==> config.mk <==
export PLATFORM = sky130hd
export DESIGN_NAME = stage2
export DESIGN_NICKNAME = d
export VERILOG_FILES = /design/src/rtl/stage2_pkg.sv /design/src/rtl/stage2_regfile.sv /design/src/rtl/stage2.sv
export SDC_FILE = /design/constraint.sdc
export NUM_CORES = 2
export LEC_CHECK = 0
export ABC_CLOCK_PERIOD_IN_PS = 40600
export BUFFER_PORTS_ARGS = -buffer_cell sky130_fd_sc_hd__buf_2
export CAP_MARGIN = 20
export CORE_MARGIN = 10
export CORE_UTILIZATION = 26
export DETAILED_ROUTE_END_ITERATION = 6
export GPL_TIMING_DRIVEN = 0
export HOLD_SLACK_MARGIN = 0.1
export PLACE_DENSITY = 0.45
export SLEW_MARGIN = 15
export SYNTH_ARGS = -nofsm -noshare
export SYNTH_HDL_FRONTEND = slang
export SYNTH_HIERARCHICAL = 1
export SYNTH_SLANG_ARGS = --single-unit
==> constraint.sdc <==
create_clock -name clk -period 40.6 [get_ports clk]
set_input_delay 6.09 -clock clk [delete_from_list [all_inputs] [get_ports clk]]
set_output_delay 6.09 -clock clk [all_outputs]
set_load 0.02 [all_outputs]
==> src/rtl/stage2_pkg.sv <==
// Shared encodings for the stage-2 decoder: instruction field positions,
// op/funct codes and the registered output bundle.
package stage2_pkg;

    localparam int OP_MSB    = 31;
    localparam int OP_LSB    = 26;
    localparam int RS_MSB    = 25;
    localparam int RS_LSB    = 21;
    localparam int RT_MSB    = 20;
    localparam int RT_LSB    = 16;
    localparam int RD_MSB    = 15;
    localparam int RD_LSB    = 11;
    localparam int IMM_MSB   = 15;
    localparam int FUNCT_MSB = 5;
    localparam int TGT_MSB   = 25;

    localparam logic [5:0] OP_RTYPE = 6'h00;
    localparam logic [5:0] OP_LDW   = 6'h01;
    localparam logic [5:0] OP_STW   = 6'h02;
    localparam logic [5:0] OP_ADDI  = 6'h04;
    localparam logic [5:0] OP_SUBI  = 6'h05;
    localparam logic [5:0] OP_MULI  = 6'h06;
    localparam logic [5:0] OP_DIVI  = 6'h07;
    localparam logic [5:0] OP_ANDI  = 6'h08;
    localparam logic [5:0] OP_ORI   = 6'h09;
    localparam logic [5:0] OP_NORI  = 6'h0A;
    localparam logic [5:0] OP_XORI  = 6'h0B;
    localparam logic [5:0] OP_BEQ   = 6'h0C;
    localparam logic [5:0] OP_BNE   = 6'h0D;
    localparam logic [5:0] OP_BGT   = 6'h0E;
    localparam logic [5:0] OP_BLE   = 6'h0F;
    localparam logic [5:0] OP_ADDHI = 6'h24;
    localparam logic [5:0] OP_SUBHI = 6'h25;
    localparam logic [5:0] OP_MULHI = 6'h26;
    localparam logic [5:0] OP_DIVHI = 6'h27;
    localparam logic [5:0] OP_ANDHI = 6'h28;
    localparam logic [5:0] OP_ORHI  = 6'h29;
    localparam logic [5:0] OP_NORHI = 6'h2A;
    localparam logic [5:0] OP_XORHI = 6'h2B;
    localparam logic [5:0] OP_JMP   = 6'h3F;

    localparam logic [5:0] FN_ADD = 6'h04;
    localparam logic [5:0] FN_SUB = 6'h05;
    localparam logic [5:0] FN_MUL = 6'h06;
    localparam logic [5:0] FN_DIV = 6'h07;
    localparam logic [5:0] FN_AND = 6'h08;
    localparam logic [5:0] FN_OR  = 6'h09;
    localparam logic [5:0] FN_NOR = 6'h0A;
    localparam logic [5:0] FN_XOR = 6'h0B;
    localparam logic [5:0] FN_SLL = 6'h18;
    localparam logic [5:0] FN_SRL = 6'h19;
    localparam logic [5:0] FN_SLA = 6'h1A;
    localparam logic [5:0] FN_SRA = 6'h1B;

    typedef struct packed {
        logic [31:0] op1;
        logic [31:0] op2;
        logic [5:0]  opcode;
        logic [4:0]  awr;
        logic        ewr;
        logic        jmp;
        logic        mrd;
        logic        mwr;
    } stage2_out_t;

    function automatic logic is_alu_funct(input logic [5:0] f);
        case (f)
            FN_ADD, FN_SUB, FN_MUL, FN_DIV,
            FN_AND, FN_OR,  FN_NOR, FN_XOR,
            FN_SLL, FN_SRL, FN_SLA, FN_SRA: return 1'b1;
            default:                        return 1'b0;
        endcase
    endfunction

endpackage

==> src/rtl/stage2_regfile.sv <==
// 32x32 register file: two combinational read ports, one write port, r0 fixed
// at zero; a same-edge write is bypassed onto the read ports.
module stage2_regfile
    import stage2_pkg::*;
(
    input  logic        clk,
    input  logic        rst,
    input  logic [4:0]  raddr_a,
    input  logic [4:0]  raddr_b,
    output logic [31:0] rdata_a,
    output logic [31:0] rdata_b,
    input  logic        we,
    input  logic [4:0]  waddr,
    input  logic [31:0] wdata
);

    logic [31:0][31:0] regs_q;
    logic [31:0][31:0] regs_d;
    logic              wr_en;

    // Gating on waddr here keeps r0 both unwritten and out of the bypass path.
    assign wr_en = we && (waddr != 5'd0);

    always_comb begin
        regs_d = regs_q;
        if (wr_en) regs_d[waddr] = wdata;
    end

    always_ff @(posedge clk or posedge rst) begin
        if (rst) regs_q <= '0;
        else     regs_q <= regs_d;
    end

    always_comb begin
        rdata_a = regs_q[raddr_a];
        rdata_b = regs_q[raddr_b];
        if (wr_en && (waddr == raddr_a)) rdata_a = wdata;
        if (wr_en && (waddr == raddr_b)) rdata_b = wdata;
    end

endmodule

==> src/rtl/stage2.sv <==
// Decode stage: splits the instruction, reads operands and registers the
// ALU/memory/branch control bundle when En_Pipeline is high.
module stage2
    import stage2_pkg::*;
(
    input  logic        clk,
    input  logic        reset,
    input  logic        En_Pipeline,
    input  logic [31:0] instruction,
    input  logic [31:0] STG25_data_in,
    input  logic [4:0]  STG25_addr_Write_Reg,
    input  logic        STG25_En_Write_Reg,
    output logic [31:0] ALU_operand1,
    output logic [31:0] ALU_operand2,
    output logic [5:0]  opcode,
    output logic [4:0]  Addr_Write_Reg,
    output logic        En_Write_Reg,
    output logic        JMP_BR_flag,
    output logic        Mem_Read,
    output logic        Mem_Write
);

    logic [5:0]  op;
    logic [4:0]  rs;
    logic [4:0]  rt;
    logic [4:0]  rd;
    logic [15:0] imm;
    logic [5:0]  funct;
    logic [25:0] target;
    logic [31:0] rs_val;
    logic [31:0] rt_val;

    stage2_out_t dec;
    stage2_out_t pipe_d;
    stage2_out_t pipe_q;

    assign op     = instruction[OP_MSB:OP_LSB];
    assign rs     = instruction[RS_MSB:RS_LSB];
    assign rt     = instruction[RT_MSB:RT_LSB];
    assign rd     = instruction[RD_MSB:RD_LSB];
    assign imm    = instruction[IMM_MSB:0];
    assign funct  = instruction[FUNCT_MSB:0];
    assign target = instruction[TGT_MSB:0];

    stage2_regfile u_regfile (
        .clk     (clk),
        .rst     (reset),
        .raddr_a (rs),
        .raddr_b (rt),
        .rdata_a (rs_val),
        .rdata_b (rt_val),
        .we      (STG25_En_Write_Reg),
        .waddr   (STG25_addr_Write_Reg),
        .wdata   (STG25_data_in)
    );

    always_comb begin
        dec = '0;
        case (op)
            OP_RTYPE: begin
                if (is_alu_funct(funct)) begin
                    dec.opcode = funct;
                    dec.op1    = rs_val;
                    dec.op2    = rt_val;
                    dec.awr    = rd;
                    dec.ewr    = 1'b1;
                end
            end
            OP_ADDI, OP_SUBI, OP_MULI, OP_DIVI: begin
                dec.opcode = op;
                dec.op1    = rs_val;
                dec.op2    = {{16{imm[15]}}, imm};
                dec.awr    = rt;
                dec.ewr    = 1'b1;
            end
            OP_ANDI, OP_ORI, OP_NORI, OP_XORI: begin
                dec.opcode = op;
                dec.op1    = rs_val;
                dec.op2    = {16'h0000, imm};
                dec.awr    = rt;
                dec.ewr    = 1'b1;
            end
            // High-immediate forms reuse the low-immediate ALU codes.
            OP_ADDHI, OP_SUBHI, OP_MULHI, OP_DIVHI,
            OP_ANDHI, OP_ORHI,  OP_NORHI, OP_XORHI: begin
                dec.opcode = {1'b0, op[4:0]};
                dec.op1    = rs_val;
                dec.op2    = {imm, 16'h0000};
                dec.awr    = rt;
                dec.ewr    = 1'b1;
            end
            OP_BEQ, OP_BNE, OP_BGT, OP_BLE: begin
                dec.opcode = op;
                dec.op1    = rs_val;
                dec.op2    = rt_val;
                dec.jmp    = 1'b1;
            end
            OP_LDW: begin
                dec.opcode = op;
                dec.op1    = rs_val;
                dec.op2    = {16'h0000, imm};
                dec.awr    = rt;
                dec.ewr    = 1'b1;
                dec.mrd    = 1'b1;
            end
            OP_STW: begin
                dec.opcode = op;
                dec.op1    = rt_val;
                dec.op2    = {16'h0000, imm};
                dec.mwr    = 1'b1;
            end
            OP_JMP: begin
                dec.opcode = op;
                dec.op2    = {6'd0, target};
                dec.jmp    = 1'b1;
            end
            default: ;
        endcase
    end

    always_comb begin
        pipe_d = pipe_q;
        if (En_Pipeline) pipe_d = dec;
    end

    always_ff @(posedge clk or posedge reset) begin
        if (reset) pipe_q <= '0;
        else       pipe_q <= pipe_d;
    end

    assign ALU_operand1   = pipe_q.op1;
    assign ALU_operand2   = pipe_q.op2;
    assign opcode         = pipe_q.opcode;
    assign Addr_Write_Reg = pipe_q.awr;
    assign En_Write_Reg   = pipe_q.ewr;
    assign JMP_BR_flag    = pipe_q.jmp;
    assign Mem_Read       = pipe_q.mrd;
    assign Mem_Write      = pipe_q.mwr;

endmodule

==> flow_metrics.py <==
metrics = {
    "detailed_routing": {
        "first_iter_violations": 4452,
        "drc": 0,
        "vias_per_cell": 5.71,
        "drt-total-wl_um": 276000,
        "vias": 40916,
        "route.detailed.wl_per_inst_um": 38.5,
        "antenna_left": 0,
        "first_pass_iters": 5,
    },
    "sta": {
        "period_minus_slack_ps": 9350,
        "setup_violations": 0,
        "slew_viol_final": 0,
        "relSlewSlack_pct": 14.5,
        "setup_ws_ps": 31250,
        "grt_setup_unrepaired": "no",
        "max_freq_mhz": 107,
        "hold_slack_ps": 473,
        "tightest_slew_ps": 1280,
        "finClkSkew_ps": 43.5,
        "fin_crit_sh_pct": 23.0,
        "hold_violations": 0,
    },
    "yosys": {
        "yosys.area_share.adder_pct": 0.0218,
        "synth_compound_area_share_pct": 5.35,
        "netlist_instances": 3770,
        "ys.warnings.count": 6,
        "yosysSeqAreaShare_pct": 48.0,
        "yosysTopAreaCell": "dfrtp_1",
        "synth_enable_flop_cells": 0,
        "synth_top_family_by_area": "multiplexers",
        "async_flop_share_pct": 100,
        "synth_area_sq_um": 57500,
        "ys_ff_latch": 1103,
        "synth_mux_area_share_pct": 40.6,
        "netlist.area_leader.share_pct": 48.0,
        "syn_avg_cell_area_sq_um": 15.3,
        "synthFlopType": "dfrtp_1",
        "syn_nets": 3844,
        "synth_cell_types": 60,
        "synth_xor_area_share_pct": 0.168,
        "yosys.area_share.simple_pct": 2.39,
        "ys_top_cells_by_area": "dfrtp_1, mux2_2, mux4_2",
    },
    "cts": {
        "cts_num_sinks": 1103,
        "clk_pin_slew_worst_paths_ps": 70,
        "clk_latency_ps": 820,
        "cts_made_buffers": 136,
        "postCtsSetupBuffers": 0,
        "ctsHoldBuffers": 0,
        "cts_resized": 0,
        "max-clock-path-buffers": 3,
        "cts_tree": "built",
        "cts_root_buf": "clkbuf_16",
        "h-tree-depth": 4,
    },
    "placement": {
        "gp_congestion": 0.915,
        "place_area_sq_um": 63000,
        "placed_cells": 6917,
        "port_buffers": 146,
        "dp_hpwl_um": 189000,
        "place_ws_ps": 30650,
    },
    "flow_run": {
        "cap_violations": 0,
    },
    "floorplanning": {
        "die_width_um": 490,
        "row_count": 172,
        "io_pins": 152,
        "initial_core_util_pct": 26.1,
        "core_area_sq_um": 220000,
        "die_h_um": 490,
        "die_area_sq_um": 240000,
    },
    "power": {
        "cellPowerDensity_nw_per_um2": 49.5,
        "ir_worst_vdd_mv": 0.0329,
        "cellLeakagePower_nw": 28.5,
    },
    "setup_path": {
        "cp_max_fo": 10,
        "crit_required_ps": 41290,
        "arrival_ps": 10050,
        "crit_type": "primary input to register",
        "critPathLaunchType": "primary input",
        "critPathCaptureType": "register",
        "rrSetupSlack_ps": 38240,
    },
    "global_routing": {
        "grt_max_degree": 105,
        "antenna_found_initial": 30,
        "grt_usage_pct": 22.2,
        "first_global_vias": 41131,
        "grt_pass1_wl_um": 370000,
        "overflow": 0,
    },
    "cells_and_area": {
        "syn_to_final_growth_pct": 17.1,
        "drive_gt1_share_pct": 53.5,
        "mostFrequentLayoutCell": "dfrtp_1",
        "fin_cells": 7162,
        "final_cell_mix": "dfrtp_1, mux2_2, mux4_2",
        "final_area_sq_um": 67300,
        "fin_nets": 4171,
    },
    "status": {
        "outcome": "finished, final reports clean",
    },
    "min_path": {
        "hold_class": "register to register",
    },
}
metal layers:
metal | track usage [%] | share of wire (%) | vias up | wire length [um]
li1 | - | - | 15533 | -
met1 | 28.6 | 40 | 22575 | 111000
met2 | 33.1 | 44 | 2178 | 121000
met3 | 6.36 | 9.1 | 620 | 25100
met4 | 12.8 | 6.6 | 10 | 18200
met5 | 0 | 0.020 | - | 54
power by group:
| group | switching [W] | internal (W) |
|---|---|---|
| registers | 0.000146 | 0.00130 |
| logic | 0.000307 | 0.000366 |
| clock network | 0.000518 | 0.000699 |
| total | 0.000971 | 0.00236 |
cell families after synthesis:
kind of cell | after synthesis
AOI/OAI and AO/OA | 414
xor gates and xnor gates | 11
adders and majority gates | 1
buffers and inverters | 454
DFF | 1103
muxes | 1564
and+or+nand+nor | 223
worst max-delay path, cell delays in order:
cell	delay [ps]
buf_2	220
buf_2	280
buf_2	340
buf_2	530
buf_2	810
mux4_2	420
o22ai_1	320
nor4_1	150
mux2_2	420
and2_1	180
a221o_1	250
per-stage QoR:
stage / setup TNS [ps] / power (W) / util, %
2_1_floorplan: 0 / 0.00189 / -
3_3_place_gp: -8745680 / 0.00210 / 28.2
3_5_place_dp: 0 / 0.00212 / 28.6
4_1_cts: 0 / 0.00334 / 30.6
5_1_grt: 0 / 0.00345 / 30.6
6_report: 0 / 0.00333 / 30.6
cell type report:
cell class              count  area, sq um
diodes                     12         30.0
plain buffers             446         2050
clock buffers             210         3970
clock inverters            23          355
fillers                 22099       153000
inverters                   8         42.5
multi-input cells        2213        27900
flip-flops and latches   1103        27600
well taps                2958         3700
repair buffers            189         1660
flip-flops by register name, indices dropped and copies added (netlist names):
| signal | count |
|---|---|
| En_Write_Reg | 1 |
| Mem_Write | 1 |
| Mem_Read | 1 |
| ALU_operand1 | 32 |
| JMP_BR_flag | 1 |
| Addr_Write_Reg | 5 |
| opcode | 6 |
| u_regfile/regs_q | 1024 |
| ALU_operand2 | 32 |
path summary, 6_finish.rpt:
| path | start | endpoint | cells after the start |
|---|---|---|---|
| worst max-delay path | instruction[17] | ALU_operand1[29] | 11 |
| worst min-delay path | u_regfile/regs_q[22] | u_regfile/regs_q[22] | 1 |
| worst max register to register | u_regfile/regs_q[894] | ALU_operand1[30] | 5 |
| worst min register to register | u_regfile/regs_q[22] | u_regfile/regs_q[22] | 1 |
| max in group asynchronous | reset | u_regfile/regs_q[22] | 5 |
| min in group asynchronous | reset | ALU_operand1[6] | 2 |
synthesized netlist by cell type (6+ instances only):
library cell	count
a22oi_1	21
xnor2_1	6
a21oi_1	23
inv_1	8
o2bb2ai_2	30
nand3_1	7
a31oi_1	6
or3b_2	6
nor4_1	62
a221o_1	43
o22ai_1	253
nand3b_1	10
nand2_1	27
buf_2	153
buf_4	16
clkbuf_1	232
buf_1	42
mux4_2	511
mux2_2	1049
nor2b_1	6
o21ai_0	13
nor2_1	28
o2bb2ai_1	12
dfrtp_1	1103
and2_1	33
Power figures use the tool's default switching activity.
